`src/rtl/tk_pkg.sv`:
```
// Shared definitions for the tweakey load/round sequencer.
// Holds the FSM state encoding, the fixed lane size, the default round
// count and the widths of the internal counters.
package tk_pkg;

  localparam int unsigned NBYTES     = 16;  // tweakey bytes per lane
  localparam int unsigned ROUNDS_DEF = 40;  // default round updates per run
  localparam int unsigned CNT_W      = 4;   // byte counter, 0..NBYTES-1
  localparam int unsigned REM_W      = 3;   // bytes left in word buffer, 0..4
  localparam int unsigned RND_W      = 6;   // round index, 0..62

  typedef enum logic [2:0] {
    ST_IDLE,
    ST_LOAD,
    ST_LOADED,
    ST_SHIFT,
    ST_UPD,
    ST_CORR
  } state_t;

endpackage

```
`src/rtl/tk_seq.sv`:
```
// Tweakey register sequencer.
// Loads 16 tweakey bytes from four 32-bit words into an external byte-serial
// tweakey register, then on start runs ROUNDS rounds of 16 shift cycles plus
// one permutation/LFSR cycle, followed by a single correction cycle.
//
// Ports:
//   clk, rst             clock, synchronous active-high reset
//   din, din_valid       tweakey word input, din[31:24] sent first
//   din_ready            word accepted when din_valid && din_ready
//   start                begin a run (honoured only in LOADED)
//   ki, in               serial byte and input select for the register
//   chain, ksch, correct register shift / round update / end-of-run fix
//   round_idx            current round
//   busy, done           activity flag, one-cycle completion pulse
module tk_seq
  import tk_pkg::*;
#(
  parameter int unsigned ROUNDS = ROUNDS_DEF
) (
  input  logic             clk,
  input  logic             rst,
  input  logic [31:0]      din,
  input  logic             din_valid,
  output logic             din_ready,
  input  logic             start,
  output logic [7:0]       ki,
  output logic             in,
  output logic             chain,
  output logic             ksch,
  output logic             correct,
  output logic [RND_W-1:0] round_idx,
  output logic             busy,
  output logic             done
);

  state_t             state_q, state_d;
  logic [31:0]        buf_q,   buf_d;
  logic [REM_W-1:0]   rem_q,   rem_d;
  logic [CNT_W-1:0]   cnt_q,   cnt_d;
  logic [RND_W-1:0]   rnd_q,   rnd_d;

  // Bytes already emitted plus bytes still waiting in the buffer; once this
  // reaches a full lane no further word may be taken during LOAD.
  logic [CNT_W:0]     committed;

  assign committed = {1'b0, cnt_q} + (CNT_W+1)'(rem_q);
  assign round_idx = rnd_q;

  always_ff @(posedge clk) begin
    if (rst) begin
      state_q <= ST_IDLE;
      buf_q   <= '0;
      rem_q   <= '0;
      cnt_q   <= '0;
      rnd_q   <= '0;
    end else begin
      state_q <= state_d;
      buf_q   <= buf_d;
      rem_q   <= rem_d;
      cnt_q   <= cnt_d;
      rnd_q   <= rnd_d;
    end
  end

  always_comb begin
    state_d   = state_q;
    buf_d     = buf_q;
    rem_d     = rem_q;
    cnt_d     = cnt_q;
    rnd_d     = rnd_q;
    din_ready = 1'b0;
    ki        = '0;
    in        = 1'b0;
    chain     = 1'b0;
    ksch      = 1'b0;
    correct   = 1'b0;
    done      = 1'b0;
    busy      = 1'b0;

    unique case (state_q)
      ST_IDLE: begin
        din_ready = 1'b1;
      end

      ST_LOAD: begin
        busy      = 1'b1;
        // Ready while the buffer is empty or draining its last byte, so a
        // continuous stream produces back-to-back bytes.
        din_ready = (rem_q <= REM_W'(1)) && (committed < (CNT_W+1)'(NBYTES));
        if (rem_q != '0) begin
          chain = 1'b1;
          in    = 1'b1;
          ki    = buf_q[31:24];
          buf_d = {buf_q[23:0], 8'h00};
          rem_d = rem_q - REM_W'(1);
          cnt_d = cnt_q + CNT_W'(1);
          if (cnt_q == CNT_W'(NBYTES - 1)) begin
            state_d = ST_LOADED;
          end
        end
      end

      ST_LOADED: begin
        din_ready = !start;
        if (start) begin
          state_d = ST_SHIFT;
          cnt_d   = '0;
          rnd_d   = '0;
        end
      end

      ST_SHIFT: begin
        busy  = 1'b1;
        chain = 1'b1;
        cnt_d = cnt_q + CNT_W'(1);
        if (cnt_q == CNT_W'(NBYTES - 1)) begin
          state_d = ST_UPD;
        end
      end

      ST_UPD: begin
        busy = 1'b1;
        ksch = 1'b1;
        if (rnd_q == RND_W'(ROUNDS - 1)) begin
          state_d = ST_CORR;
        end else begin
          rnd_d   = rnd_q + RND_W'(1);
          state_d = ST_SHIFT;
        end
      end

      ST_CORR: begin
        busy    = 1'b1;
        correct = 1'b1;
        done    = 1'b1;
        rnd_d   = '0;
        state_d = ST_LOADED;
      end

      default: begin
        state_d = ST_IDLE;
      end
    endcase

    // Word acceptance overrides the buffer update of the emitting byte; the
    // byte being shifted out this cycle is already on ki.
    if (din_valid && din_ready) begin
      buf_d = din;
      rem_d = REM_W'(4);
      if (state_q != ST_LOAD) begin
        state_d = ST_LOAD;
        cnt_d   = '0;
      end
    end
  end

endmodule

```
`config.mk`:
```
export PLATFORM = sky130hd
export DESIGN_NAME = tk_seq
export DESIGN_NICKNAME = d
export VERILOG_FILES = /design/src/rtl/tk_pkg.sv /design/src/rtl/tk_seq.sv
export SDC_FILE = /design/constraint.sdc
export NUM_CORES = 1
export LEC_CHECK = 0
export BUFFER_PORTS_ARGS = -buffer_cell sky130_fd_sc_hd__buf_2
export CAP_MARGIN = 20
export CORE_ASPECT_RATIO = 1.1
export CORE_MARGIN = 5
export CORE_UTILIZATION = 48
export CTS_CLUSTER_SIZE = 16
export DETAILED_ROUTE_END_ITERATION = 7
export GPL_ROUTABILITY_DRIVEN = 0
export PLACE_DENSITY = 0.77
export SYNTH_ARGS = -nofsm -noshare
export SYNTH_HDL_FRONTEND = slang
export SYNTH_SLANG_ARGS = --single-unit
```
`constraint.sdc`:
```
create_clock -name clk -period 1.76 [get_ports clk]
set_input_delay 0.264 -clock clk [delete_from_list [all_inputs] [get_ports clk]]
set_output_delay 0.264 -clock clk [all_outputs]
set_load 0.1 [all_outputs]
```
-- Word-level counts from Yosys, hierarchy flattened
Index checks and enable logic that the tools add are counted.
- register bits after elaboration: 48
- input port bits: 36
- output and inout port bits: 21
- $add $sub $neg: 4
- $lt $le $gt $ge: 2
- eq/ne operators: 10
- multiplexer cells: 31
- reduce and logical (&&, ||, !) cells: 13
- operator list (operator ; count):
    two-way mux 32 bit ; 3
    two-way mux 3 bit ; 10
    case mux 3 bit (6 select lines) ; 1
    case mux 6 bit (3 select lines) ; 1
    two-way mux 4 bit ; 4
    two-way mux 8 bit ; 2
    two-way mux 6 bit ; 2
    case mux 4 bit (3 select lines) ; 1
    adder 6 x 1 -> 6 bit, second input constant ; 1
    == test 3 x 2 -> 1 bit, second input constant ; 2
    == test 3 bit, second input constant ; 2
    == test 6 bit, second input constant ; 1
    nonzero test 3 bit ; 2
    adder 4 x 3 -> 5 bit ; 1
    < comparator 5 bit, second input constant ; 1
    two-way mux 1 bit ; 5
    adder 4 x 1 -> 4 bit, second input constant ; 1
    == test 4 bit, second input constant ; 1
    != test 2 bit, second input constant ; 2
    AND reduction 2 bit ; 2
    nonzero test 2 bit ; 2
    OR reduction 4 bit ; 1
    == test 3 x 1 -> 1 bit, second input constant ; 1
    less-or-equal comparator 3 x 1 -> 1 bit, second input constant ; 1
    other kinds (9) ; 10

-- Longest topological paths before layout
- word-level depth: 7
- mapped depth: 10
- depth with buffers taken out: 8

-- Worst setup path after synthesis
Ideal clock, no wire load.
- path kind: register to output
- start point: reg rem_q[1]
- end point: out ki[0]
- data arrival time: 2502 ps
- setup slack: -1006 ps
- stages on the path, launching flop included: 10
- cell sequence: dfxtp_1 -> inv_1 -> ha_1 -> nor2b_1 -> or3_1 -> buf_6 -> clkinv_2 -> buf_8 -> buf_4 -> and2_1
- word-level cells in the longest chain between the ends: 3
- RTL lines (element ; RTL line ; RTL):
    from (decl) ; tk_seq.sv:38 ; logic [REM_W-1:0] rem_q, rem_d;
    from (signal assigned) ; tk_seq.sv:59 ; rem_q <= rem_d;
    nonzero test 3 bit ; tk_seq.sv:90 ; if (rem_q != '0) begin
    two-way mux 8 bit ; tk_seq.sv:90 ;
    two-way mux 8 bit ; tk_seq.sv:80 ; unique case (state_q)
    to (decl) ; tk_seq.sv:26 ; output logic [7:0] ki,
No other way between the ends.

-- Worst setup path in the final report
- start point: reg rem_q[1]
- end point: out din_ready
- word-level cells in the longest chain between the ends: 4
- RTL lines (element ; RTL line ; RTL):
    adder 4 x 3 -> 5 bit ; tk_seq.sv:46 ; assign committed = {1'b0, cnt_q} + (CNT_W+1)'(rem_q);
    < comparator 5 bit ; tk_seq.sv:89 ; din_ready = (rem_q <= REM_W'(1)) && (committed < (CNT_W+1)'(NBYTES));
    logical AND 1 bit * ; tk_seq.sv:89 ;
    case mux 1 bit (3 select lines) * ; tk_seq.sv:80 ;
    to (decl) ; tk_seq.sv:24 ; output logic din_ready,
Mark *: on every way between the ends. The rest lies on a longest branch, timed or not.

==> results_dict.tcl <==
set metrics [dict create \
    status "finished, violations left" \
    violations "setup timing" \
    clk_pin_slew_ns 0.09 \
    globalRouteOverflowTotal 0 \
    netlist-cell-type-count 45 \
    synth_adder_area_share 0.03083 \
    grt_pass1_wl_mm 11.80 \
    synth.most_common_cell "nand2_1" \
    fp.dieArea_mm2 0.006599 \
    ant_nets 0 \
    synthXorXnorAreaFrac 0.02158 \
    yosysTopAreaCell "dfxtp_1" \
    skew_ns 0.008868 \
    path_class "reg -> out" \
    vias 2649 \
    synth_top_area_share 0.3947 \
    track_usage 0.2170 \
    ys_ff_latch 48 \
    hold_start "din[7]" \
    rows 27 \
    seq_area_frac_synth 0.3947 \
    clock_latency_ns 0.32 \
    min_to "buf_q[7]$_SDFFE_PP0P_" \
    max-slew-margin-rel 0.6612 \
    synth_compound_area_frac 0.2102 \
    fin_crit_ns 2.119 \
    cp_max_fo 3 \
    cts_buffers 5 \
    wl_per_cell_um 20.47 \
    powerDensity_mw_per_mm2 841.0 \
    fmaxAchievable_ghz 0.4720 \
    hold_viol_final 0 \
    numClockSinks 48 \
    start_util 0.4903 \
    fp.dieW_um 77.91 \
    n_antenna_cell 0 \
    place_hpwl_mm 4.354 \
    synth_edf_count 0 \
    nets 422 \
    p_leak_nw 1.711 \
    crit_arrival_ns 1.85 \
    rsz0062_at_grt "true" \
    synth-simple-area-share 0.2631 \
    synth-async-reset-ratio 0 \
    ys_top_cells_by_count "nand2_1, dfxtp_1, nor2_1, a21oi_1, a311oi_1" \
    netlist_instances 293 \
    synthToLayoutAreaGrowth_pct 60.69 \
    ys.flop_type "dfxtp_1" \
    synth.avg_cell_area_um2 8.310 \
    post-place-ws_ns -0.1428 \
    reg2reg_to "buf_q[11]$_SDFFE_PP0P_" \
    cp.required_ns 1.50 \
    cts_hold_buf 0 \
    setup_viol 51 \
    fin_ws_ns -0.3588 \
    worst_pin_slew_ns 0.5083 \
    drt-vias-per-instance 6.034 \
    placed_area_mm2 0.003238 \
    syn_nets 335 \
    end_kind "primary output" \
    met3_wirelength_um 658 \
    ys_top_cells_by_area "dfxtp_1, nand2_1, nor2_1, a311oi_2, a311oi_1" \
    reg2reg_slack_ns -0.26 \
    grt_max_degree 36 \
    worst_hold_path.num_cells 3 \
    p_total_mw 3.290 \
    cts_root_buf "clkbuf_8" \
    wl_mm 8.988 \
    startpoint_type "flop" \
    finalInstanceArea_mm2 0.003913 \
    drc 0 \
    synthMuxAreaShare 0.008222 \
    clockBufferDepth 2 \
    io_buffer_count 56 \
    hp-class "in -> reg" \
    cts_tree "built" \
    first_global_vias 2540 \
    maxCapViolCount 0 \
    dieHeight_um 84.70 \
    slew_viol_final 0 \
    cts_max_level 2 \
    dr.pass1.iters 6 \
    dr.first_iter.drc_count 258 \
    synth_top_family_by_area "simple AND/OR/NAND/NOR gates" \
    reg2reg_from "rem_q[1]$_SDFFE_PP0P_" \
    rr_worst_depth 10 \
    wl_met1_mm 3.385 \
    ir_worst_vdd_mv 0.6412 \
    io-pin-count 57 \
    final_layout_size_suffix_gt1_frac 0.5328 \
    coreArea_mm2 0.004966 \
    yosys_warnings 0 \
    antenna_found_initial 0 \
    synth.cell_area_mm2 0.002435 \
    top_layer_used "met4" \
    final.period_utilization 1.204 \
    met2_length_mm 4.514 \
]
-- worst max-delay path by stage --
stage,startpoint,endpoint
floorplan,rem_q[0]$_SDFFE_PP0P_,ki[0]
global placement,rem_q[1]$_SDFFE_PP0P_,ki[0]
detailed placement,rem_q[1]$_SDFFE_PP0P_,buf_q[18]$_SDFFE_PP0P_
CTS,rem_q[1]$_SDFFE_PP0P_,din_ready
global route,rem_q[1]$_SDFFE_PP0P_,din_ready
finish,rem_q[1]$_SDFFE_PP0P_,din_ready
-- through the flow --
step | hold slack, ns | instances | setup TNS, ns | utilization
after floorplan | 0.4000 | 293 | -2.652 | -
after detailed placement | 0.4588 | 412 | -2.171 | 0.6521
after global placement | 0.4540 | 412 | -0.06197 | 0.6521
after global routing | 0.1903 | 439 | -12.46 | 0.7879
final | 0.1782 | 439 | -10.02 | 0.7879
after CTS | 0.1766 | 432 | -6.664 | 0.7249
-- worst max-delay path: stages, from the launching register on --
cell and delay, ns:
dfxtp_4 0.38, ha_4 0.26, and4_4 0.22, o21ai_4 0.07
buf_6 0.13, a32o_4 0.30, buf_12 0.16
-- cells by family after synthesis --
group / Yosys count
compound gates: 59
fa+ha+maj: 6
simple gates: 144
flops: 48
buf+inv: 28
xor+xnor: 6
mux: 2
-- final cells by class --
cell class                      instances  area [µm²]
Inverter                                4       22.52
Fill cell                             281        1054
Multi-Input combinational cell        217        1662
Clock buffer                            6       82.58
Tap cell                               58       72.57
Timing Repair inverter                  1       8.758
Timing Repair Buffer                  103        1072
Sequential cell                        48       978.4
Clock inverter                          2       13.76
-- cell usage in the layout, fill, tap and decap left out, types with 2 or more instances in the layout --
cell type / instances
a21oi_1: 10
a21oi_2: 3
a22oi_1: 2
a311oi_1: 6
a311oi_2: 18
and2_4: 8
and3_1: 4
buf_12: 23
buf_2: 41
buf_4: 27
buf_6: 5
buf_8: 3
clkbuf_16: 3
clkbuf_8: 6
clkinv_4: 2
dfxtp_1: 36
dfxtp_2: 11
ha_1: 3
ha_4: 3
mux2i_1: 2
nand2_1: 40
nand2_2: 8
nand2_4: 13
nand2b_1: 2
nand3_1: 6
nand3_2: 3
nor2_1: 39
nor2_4: 3
nor2b_1: 3
nor3_1: 4
o2111ai_1: 2
o21ai_0: 6
xor2_1: 5
-- per-layer routing --
metal	vias to the layer above	GRT usage
li1	1201	-
met1	1251	0.2549
met2	149	0.3743
met3	48	0.04721
met4	0	0.09677
met5	-	0
-- sequential cells by signal, summed over array words and instances (netlist names) --
signal,flops
rem_q,3
buf_q,32
cnt_q,4
round_idx,6
state_q,3
-- power breakdown --
group	total (mW)	switching (mW)	internal (mW)
logic	1.26	0.686	0.574
registers	1.29	0.0970	1.19
clock network	0.744	0.422	0.322
total	3.29	1.20	2.09
-- timing repair --
item                                   4_1_cts  5_1_grt
setup endpoints to repair                   45       53
resized for setup                           24       56
setup buffers                                7        6
pin swaps                                   14       56
endpoints found under the hold margin        0        0
cloned                                       5        4
No activity file was read; power rests on OpenSTA's default activity.
